### config.mk
export PLATFORM = sky130hd
export DESIGN_NAME = dmem_arbiter
export DESIGN_NICKNAME = d
export VERILOG_FILES = /design/src/rtl/dmem_arbiter.sv
export SDC_FILE = /design/constraint.sdc
export NUM_CORES = 1
export LEC_CHECK = 0
export BUFFER_PORTS_ARGS = -buffer_cell sky130_fd_sc_hd__buf_2
export CORE_AREA = 2 2 99 101
export DETAILED_ROUTE_END_ITERATION = 6
export DIE_AREA = 0 0 101 103
export PLACE_DENSITY_LB_ADDON = 0.1
export SYNTH_ARGS = -nofsm -noshare
export SYNTH_HDL_FRONTEND = slang
export SYNTH_SLANG_ARGS = --single-unit
### constraint.sdc
create_clock -name clk -period 7.2 [get_ports clk]
set_clock_uncertainty 0.15 [all_clocks]
set_input_delay 1.44 -clock clk [delete_from_list [all_inputs] [get_ports clk]]
set_output_delay 1.44 -clock clk [all_outputs]
set_load 0.03 [all_outputs]
### src/rtl/dmem_arbiter.sv
// Single-port data-memory arbiter between the load unit and committed stores.
// One transaction in flight; stores win ties until a waiting load has been passed over STARVE_LIMIT times.
module dmem_arbiter #(
   parameter int STARVE_LIMIT = 4
) (
   input  logic        clk,
   input  logic        rst,
   input  logic        ld_req,
   input  logic [31:0] ld_addr,
   input  logic [3:0]  ld_rmask,
   output logic        ld_ready,
   output logic        ld_resp,
   output logic [31:0] ld_rdata,
   input  logic        flush,
   input  logic        st_req,
   input  logic [31:0] st_addr,
   input  logic [3:0]  st_wmask,
   input  logic [31:0] st_wdata,
   output logic        st_ready,
   output logic        st_resp,
   output logic [31:0] dmem_addr,
   output logic [3:0]  dmem_rmask,
   output logic [3:0]  dmem_wmask,
   output logic [31:0] dmem_wdata,
   input  logic [31:0] dmem_rdata,
   input  logic        dmem_resp,
   output logic        busy
);

   localparam int SW = $clog2(STARVE_LIMIT + 1);

   typedef enum logic [2:0] {
      IDLE,
      LD_WAIT,
      ST_WAIT,
      LD_DROP,
      ZERO_ACK
   } state_t;

   state_t        state_reg, state_next;
   logic [SW-1:0] starve_reg, starve_next;
   logic          zero_ld_reg, zero_ld_next;
   logic [31:0]   addr_reg, wdata_reg;
   logic [3:0]    rmask_reg, wmask_reg;
   logic          at_limit, st_win, ld_acc, st_acc;
   logic          unused_addr_lsbs;

   // Byte offsets are dropped: memory is word addressed and masks are pre-shifted.
   assign unused_addr_lsbs = ^{ld_addr[1:0], st_addr[1:0]};

   assign at_limit = (starve_reg == SW'(STARVE_LIMIT));
   assign st_win   = st_req && !(ld_req && !flush && at_limit);
   assign st_ready = !rst && (state_reg == IDLE) && st_win;
   assign ld_ready = !rst && (state_reg == IDLE) && !flush && !st_win;
   assign ld_acc   = ld_req && ld_ready;
   assign st_acc   = st_req && st_ready;
   assign busy     = (state_reg != IDLE);

   assign dmem_addr  = addr_reg;
   assign dmem_rmask = rmask_reg;
   assign dmem_wmask = wmask_reg;
   assign dmem_wdata = wdata_reg;

   always_comb begin
      state_next   = state_reg;
      zero_ld_next = zero_ld_reg;
      ld_resp      = 1'b0;
      st_resp      = 1'b0;
      ld_rdata     = 32'h0;
      case (state_reg)
         IDLE: begin
            if (st_acc) begin
               state_next   = (st_wmask == 4'h0) ? ZERO_ACK : ST_WAIT;
               zero_ld_next = 1'b0;
            end else if (ld_acc) begin
               state_next   = (ld_rmask == 4'h0) ? ZERO_ACK : LD_WAIT;
               zero_ld_next = 1'b1;
            end
         end
         LD_WAIT: begin
            if (dmem_resp) begin
               state_next = IDLE;
               if (!flush) begin
                  ld_resp  = 1'b1;
                  ld_rdata = dmem_rdata;
               end
            end else if (flush) begin
               state_next = LD_DROP;
            end
         end
         ST_WAIT: begin
            if (dmem_resp) begin
               st_resp    = 1'b1;
               state_next = IDLE;
            end
         end
         LD_DROP: begin
            if (dmem_resp) begin
               state_next = IDLE;
            end
         end
         ZERO_ACK: begin
            state_next = IDLE;
            if (zero_ld_reg) begin
               ld_resp = !flush;
            end else begin
               st_resp = 1'b1;
            end
         end
         default: state_next = IDLE;
      endcase
   end

   // A store only counts against the load while the load is actually asking.
   always_comb begin
      starve_next = starve_reg;
      if (ld_acc) begin
         starve_next = '0;
      end else if (st_acc && ld_req && !at_limit) begin
         starve_next = starve_reg + SW'(1);
      end
   end

   always_ff @(posedge clk or posedge rst) begin
      if (rst) begin
         state_reg   <= IDLE;
         starve_reg  <= '0;
         zero_ld_reg <= 1'b0;
      end else begin
         state_reg   <= state_next;
         starve_reg  <= starve_next;
         zero_ld_reg <= zero_ld_next;
      end
   end

   // Masks pulse for the single cycle after acceptance; address and data persist.
   always_ff @(posedge clk or posedge rst) begin
      if (rst) begin
         addr_reg  <= 32'h0;
         wdata_reg <= 32'h0;
         rmask_reg <= 4'h0;
         wmask_reg <= 4'h0;
      end else if (ld_acc) begin
         addr_reg  <= {ld_addr[31:2], 2'b00};
         wdata_reg <= 32'h0;
         rmask_reg <= ld_rmask;
         wmask_reg <= 4'h0;
      end else if (st_acc) begin
         addr_reg  <= {st_addr[31:2], 2'b00};
         wdata_reg <= st_wdata;
         rmask_reg <= 4'h0;
         wmask_reg <= st_wmask;
      end else begin
         rmask_reg <= 4'h0;
         wmask_reg <= 4'h0;
      end
   end

endmodule

==> results of run 1 <==
-- cell usage in the layout, fill, tap and decap left out, types with 2 or more instances in the layout --
| cell type | Yosys | routed |
|---|---|---|
| nor3b_1 | 2 | 2 |
| nand2b_1 | 2 | 2 |
| and2_1 | 40 | 40 |
| mux2i_1 | 2 | 2 |
| bufinv_16 | 0 | 2 |
| clkinvlp_4 | 0 | 2 |
| buf_4 | 3 | 5 |
| clkbuf_8 | 0 | 10 |
| conb_1 | 1 | 2 |
| nor2_1 | 8 | 8 |
| a222oi_1 | 30 | 30 |
| inv_1 | 37 | 36 |
| ha_1 | 2 | 2 |
| nand2_1 | 67 | 67 |
| nand3_1 | 3 | 3 |
| o21ai_0 | 2 | 2 |
| a211oi_1 | 3 | 3 |
| buf_2 | 6 | 244 |
| nor2b_1 | 2 | 2 |
| nor4_1 | 3 | 3 |
| dfrtp_1 | 77 | 77 |
| a21oi_1 | 35 | 35 |
-- stage by stage --
stage               power, mW  setup slack (ns)  cell area [sq um]  utilization, %
floorplan                1.37              2.93               3530               -
global placement         1.65              2.42               4760            50.3
detailed placement       1.67              2.32               4760            50.3
CTS                      2.04              2.32               4990            52.7
global route             2.15              2.15               4990            52.7
finish                   2.02              2.36               4990            52.7
-- worst register-to-register path, cell delays in order (launching register included) --
cell	delay (ns)
dfrtp_1	0.49
or4_4	0.60
a2111oi_4	0.49
buf_4	0.62
a222oi_1	0.28
inv_1	0.10
-- cells by family (layout without fill, tap and decap cells) --
group | count (synthesis) | count (layout) | share of synthesized area, %
simple gates | 135 | 135 | 18.9
other cells | 1 | 2 | 0.106
flops | 77 | 77 | 54.6
compound gates | 74 | 74 | 15.8
xor+xnor | 1 | 1 | 0.248
fa+ha+maj | 2 | 2 | 0.709
mux | 2 | 2 | 0.567
buf+inv | 67 | 303 | 9.14
-- final cells by class --
| class | instances | area share, % |
|---|---|---|
| inverter | 38 | 2.89 |
| multi-input combinational | 216 | 25.9 |
| tap | 114 | 2.86 |
| sequential | 77 | 38.6 |
| clock buffer | 11 | 2.83 |
| timing repair buffer | 249 | 25.2 |
| clock inverter | 5 | 1.68 |
-- per-layer routing --
metal	up-vias	routed length (um)
met2	147	5390
li1	1681	-
met4	0	82
met5	-	0
met1	1623	4030
met3	9	699
-- power breakdown --
group	switching, mW	internal, mW
Clock	0.155	0.206
Sequential	0.103	0.605
Combinational	0.649	0.299
Total	0.907	1.11
-- path summary, 6_finish.rpt --
kind	startpoint	to	slack (ns)	cells past startpoint
worst min-delay path	dmem_addr[18]	dmem_addr[18]	0.34	2
worst max register to register	state_reg[2]	dmem_addr[13]	4.41	5
worst min register to register	dmem_addr[18]	dmem_addr[18]	0.34	2
max in group asynchronous	rst	dmem_wdata[23]	5.01	3
worst max-delay path	dmem_resp	ld_rdata[12]	2.36	6
min in group asynchronous	rst	dmem_wdata[16]	1.29	3
==> results.cfg, run 1 <==
[run_status]
run_status = complete, but fails checks
violations = DRC

[final_layout]
diodes = 0
nets = 735
largest_reg_flops = 32
drive_gt1_share_pct = 45.1
register_area_sq_mm = 0.00193
multi_input_area_sq_mm = 0.00129
fillers = 879
final_cells = 710
syn2layout_area_growth_pct = 41.2

[clock_network]
cts_max_level = 3
clock_latency_ns = 0.33
cts_resized = 0
post_cts.repair.setup_buffers = 0
cts.sinks = 77
cts_tree = yes
hold_buffers = 0
cts.path.max_buffers = 2
path_clk_slew_ns = 0.08
cts_buffers = 9
root_buffer = clkbuf_8

[die]
dieWidth_um = 101
core_sq_mm = 0.00946
start_util_pct = 37.3
die_area_sq_mm = 0.0104
num_rows = 36
boundaryPins = 251
die_h_um = 103

[logic_synthesis]
synth_edf_count = 0
yosys_warnings = 0
synth_cells = 359
synth.most_common_cell = dfrtp_1
ys_seq_area_share_pct = 54.6
synth.top_cells.by_area = dfrtp_1 (55%), a222oi_1 (8.5%), nand2_1 (7.1%)
ys_async_sr_fraction_pct = 100
synth.distinct_cells = 34
synthTopCellsByCount = dfrtp_1 (77), nand2_1 (67), and2_1 (40)
synth_seq_cells = 77
synth_top_area_share_pct = 54.6
yosys.area.top_type = dfrtp_1
ys.flop_type = dfrtp_1
netlist_area_sq_mm = 0.00353
syn_avg_cell_area_sq_um = 9.84

[grt]
met2_usage_pct = 33.3
grt_busiest_layer = met2
grt_max_degree = 80
antenna_found_initial = 0
grtUsageMet3_pct = 3.59
grtUsageMet1_pct = 21.6
track_usage_pct = 18.1
overflow = 0
grt_pass1_vias = 3012
grt_pass1_wl_um = 14600

[drt]
dr.pass1.iters = 7
via_per_inst = 4.87
drt_iter0_drc = 225
wl_per_cell_um = 14.4
drt_wl_total_um = 10200
via_count = 3460
postRouteAntennaNets = 0
drc_errors = 10

[placed_design]
place_inst = 694
dp_hpwl_um = 7340
place.gp.congestion = 0.783
numPortBuffers = 244

[worst_setup_path]
cp_max_fo = 32
path_class = input port to output pin
crit_path_end_kind = output pin
critical_path.max_stage_delay_ns = 0.93
cp_cell_sequence = buf_2 > nor2b_1 > nand2_1 > nor3_2 > and2_1 > buf_2
critPathBufInv = 2
critPathArrivalTime_ns = 3.25
crit_required_ns = 5.61
cp_common_cell = buf_2
critPathSlowestCell = nor3_2
path_delay_family = simple AND/OR/NAND/NOR gates
cp-start-kind = input port

[timing]
fmaxAchievable_ghz = 0.207
slew_violations = 0
rsz0062_at_grt = no
whs_ns = 0.341
min_period_ns = 4.84
relSlewSlack_pct = 18.2
timing_worst_slew_pin_value_ns = 1.22
final.setup.tns_ns = 0
finalSetupViolCount = 0
fin_crit_sh_pct = 67.2
hold_viol_final = 0

[pwr]
leakage_nw = 2.89
vdd_drop_max_mv = 0.185
powerDensity_mw_per_mm2 = 404

[job]
maxCapViolations = 0

[min_path]
hold_path.class = flip-flop to flip-flop
Note: power is estimated with default switching activity, not from simulation.
==> run 2, diff against run 1 <==
- CORE_AREA: 2 2 99 101 -> default
- CORE_MARGIN: default -> 2
- CORE_UTILIZATION: default -> 41
- DIE_AREA: 0 0 101 103 -> default
- clock period: 7.2 -> 4.8 ns (I/O delays scaled with it)
==> run 2 against run 1 <==
  * The flow still finishes with violations (DRC)
  * Count of clock-buffer cells in the layout unchanged
  * Routed wire length fell by 6.0%
  * Cell count down 1.1%
  * Cell area shrank 0.95%
  * Core utilization rose by 6.8 points
  * Hold slack worse by 0.0032 ns
  * Largest power group unchanged
  * First-iteration DRC count rose by 7.1%
  * Non-clock buffer count rose by 2
  * Setup slack worse by 0.73 ns
  * Largest cell class unchanged
  * Register-to-register slack got worse by 2.0 ns
==> results.cfg, run 2 (synthesis gave the netlist of run 1 again) <==
[drt]
drc_errors = 5
via_count = 3411
drt_iter0_drc = 241
dr.pass1.iters = 7
drt_wl_total_um = 9600
postRouteAntennaNets = 0
wl_per_cell_um = 13.7
via_per_inst = 4.86

[run_status]
violations = DRC
run_status = complete, but fails checks

[clock_network]
root_buffer = clkbuf_8
cts_max_level = 3
cts.sinks = 77
cts_tree = yes
hold_buffers = 0
cts.path.max_buffers = 2
cts_buffers = 9
cts_resized = 0
post_cts.repair.setup_buffers = 0
clock_latency_ns = 0.33
path_clk_slew_ns = 0.08

[min_path]
hold_path.class = flip-flop to flip-flop

[die]
num_rows = 33
dieWidth_um = 96.8
die_area_sq_mm = 0.00937
start_util_pct = 42.5
boundaryPins = 251
core_sq_mm = 0.00830
die_h_um = 96.8

[grt]
antenna_found_initial = 0
grt_pass1_wl_um = 15600
grt_max_degree = 69
overflow = 0
track_usage_pct = 20.2
grt_pass1_vias = 3212

[final_layout]
syn2layout_area_growth_pct = 39.9
final_common_cell = buf_2
largest_reg_flops = 32
diodes = 0
fillers = 794
nets = 737
drive_gt1_share_pct = 45.2
final_cell_mix = buf_2 (244), dfrtp_1 (77), nand2_1 (67)

[job]
maxCapViolations = 0

[worst_setup_path]
cp_max_fo = 32
path_class = input port to output pin
crit_path_end_kind = output pin
crit_required_ns = 3.69
rrSetupSlack_ns = 2.37
cp-start-kind = input port
critPathArrivalTime_ns = 2.06

[pwr]
powerDensity_mw_per_mm2 = 590
vdd_drop_max_mv = 0.314
leakage_nw = 2.88

[timing]
rsz0062_at_grt = no
timing_worst_slew_pin_value_ns = 0.682
relSlewSlack_pct = 54.6
fmaxAchievable_ghz = 0.315
fin_crit_sh_pct = 66.0
slew_violations = 0
fin_ws_ns = 1.63
hold_viol_final = 0
finalSetupViolCount = 0
final.setup.tns_ns = 0
min_period_ns = 3.17

[placed_design]
place.gp.congestion = 0.775
dp_hpwl_um = 7130
pre_cts_slack_ns = 1.61
numPortBuffers = 244
run 2: changes by cell type in the layout (fill, tap and decap cells not counted):
cell / delta
bufinv_16: -2
buf_4: +2
clkinv_4: -1
inv_6: +2
run 2: area by class of cell:
class	instances	area, sq um	share of cell area, %
sequential	77	1930	39.0
clock inverter	4	32.5	0.659
clock buffer	11	141	2.86
multi-input combinational	216	1290	26.1
tap	105	131	2.66
timing repair buffer	251	1270	25.8
inverter	38	144	2.91
run 2: layer usage:
layer	routed length [um]	global-route usage (%)	vias up
met5	0	0	-
met4	142	6.93	0
met3	828	4.62	13
met2	4740	33.1	184
met1	3890	26.3	1534
li1	-	-	1680
run 2: path summary, 6_finish.rpt:
check,start,to,depth (start not counted)
worst max register to register,state_reg[2],dmem_addr[7],5
min in group asynchronous,rst,dmem_wdata[11],2
worst max-delay path,dmem_resp,ld_rdata[15],7
worst min-delay path,dmem_addr[27],dmem_addr[27],2
worst min register to register,dmem_addr[27],dmem_addr[27],2
max in group asynchronous,rst,starve_reg[1],3
run 2: where the power goes:
part           total [mW]  switching [mW]  internal (mW)  leakage, nW
logic                1.42           0.967          0.451         1.81
registers            1.07           0.159          0.907        0.982
clock network       0.430           0.227          0.203       0.0824
total                2.91            1.35           1.56         2.88
run 2: worst max-delay path, stage by stage:
cell and delay (ns):
buf_2 0.11, nor2b_1 0.17, nand2_1 0.10, nor3_2 0.11, buf_4 0.25, and2_1 0.16, buf_2 0.19
run 2: metrics by stage:
stage          instances  hold slack [ns]  instance area (sq um)  util [%]  total power [mW]
6_report             702            0.338                   4940      59.5              2.91
5_1_grt              702            0.367                   4940      59.5              3.11
4_1_cts              702            0.344                   4940      59.5              2.95
3_5_place_dp         687            0.320                   4770      57.4              2.51
3_3_place_gp         687            0.319                   4770      57.4              2.48
2_1_floorplan        360            0.338                   3530         -              2.06
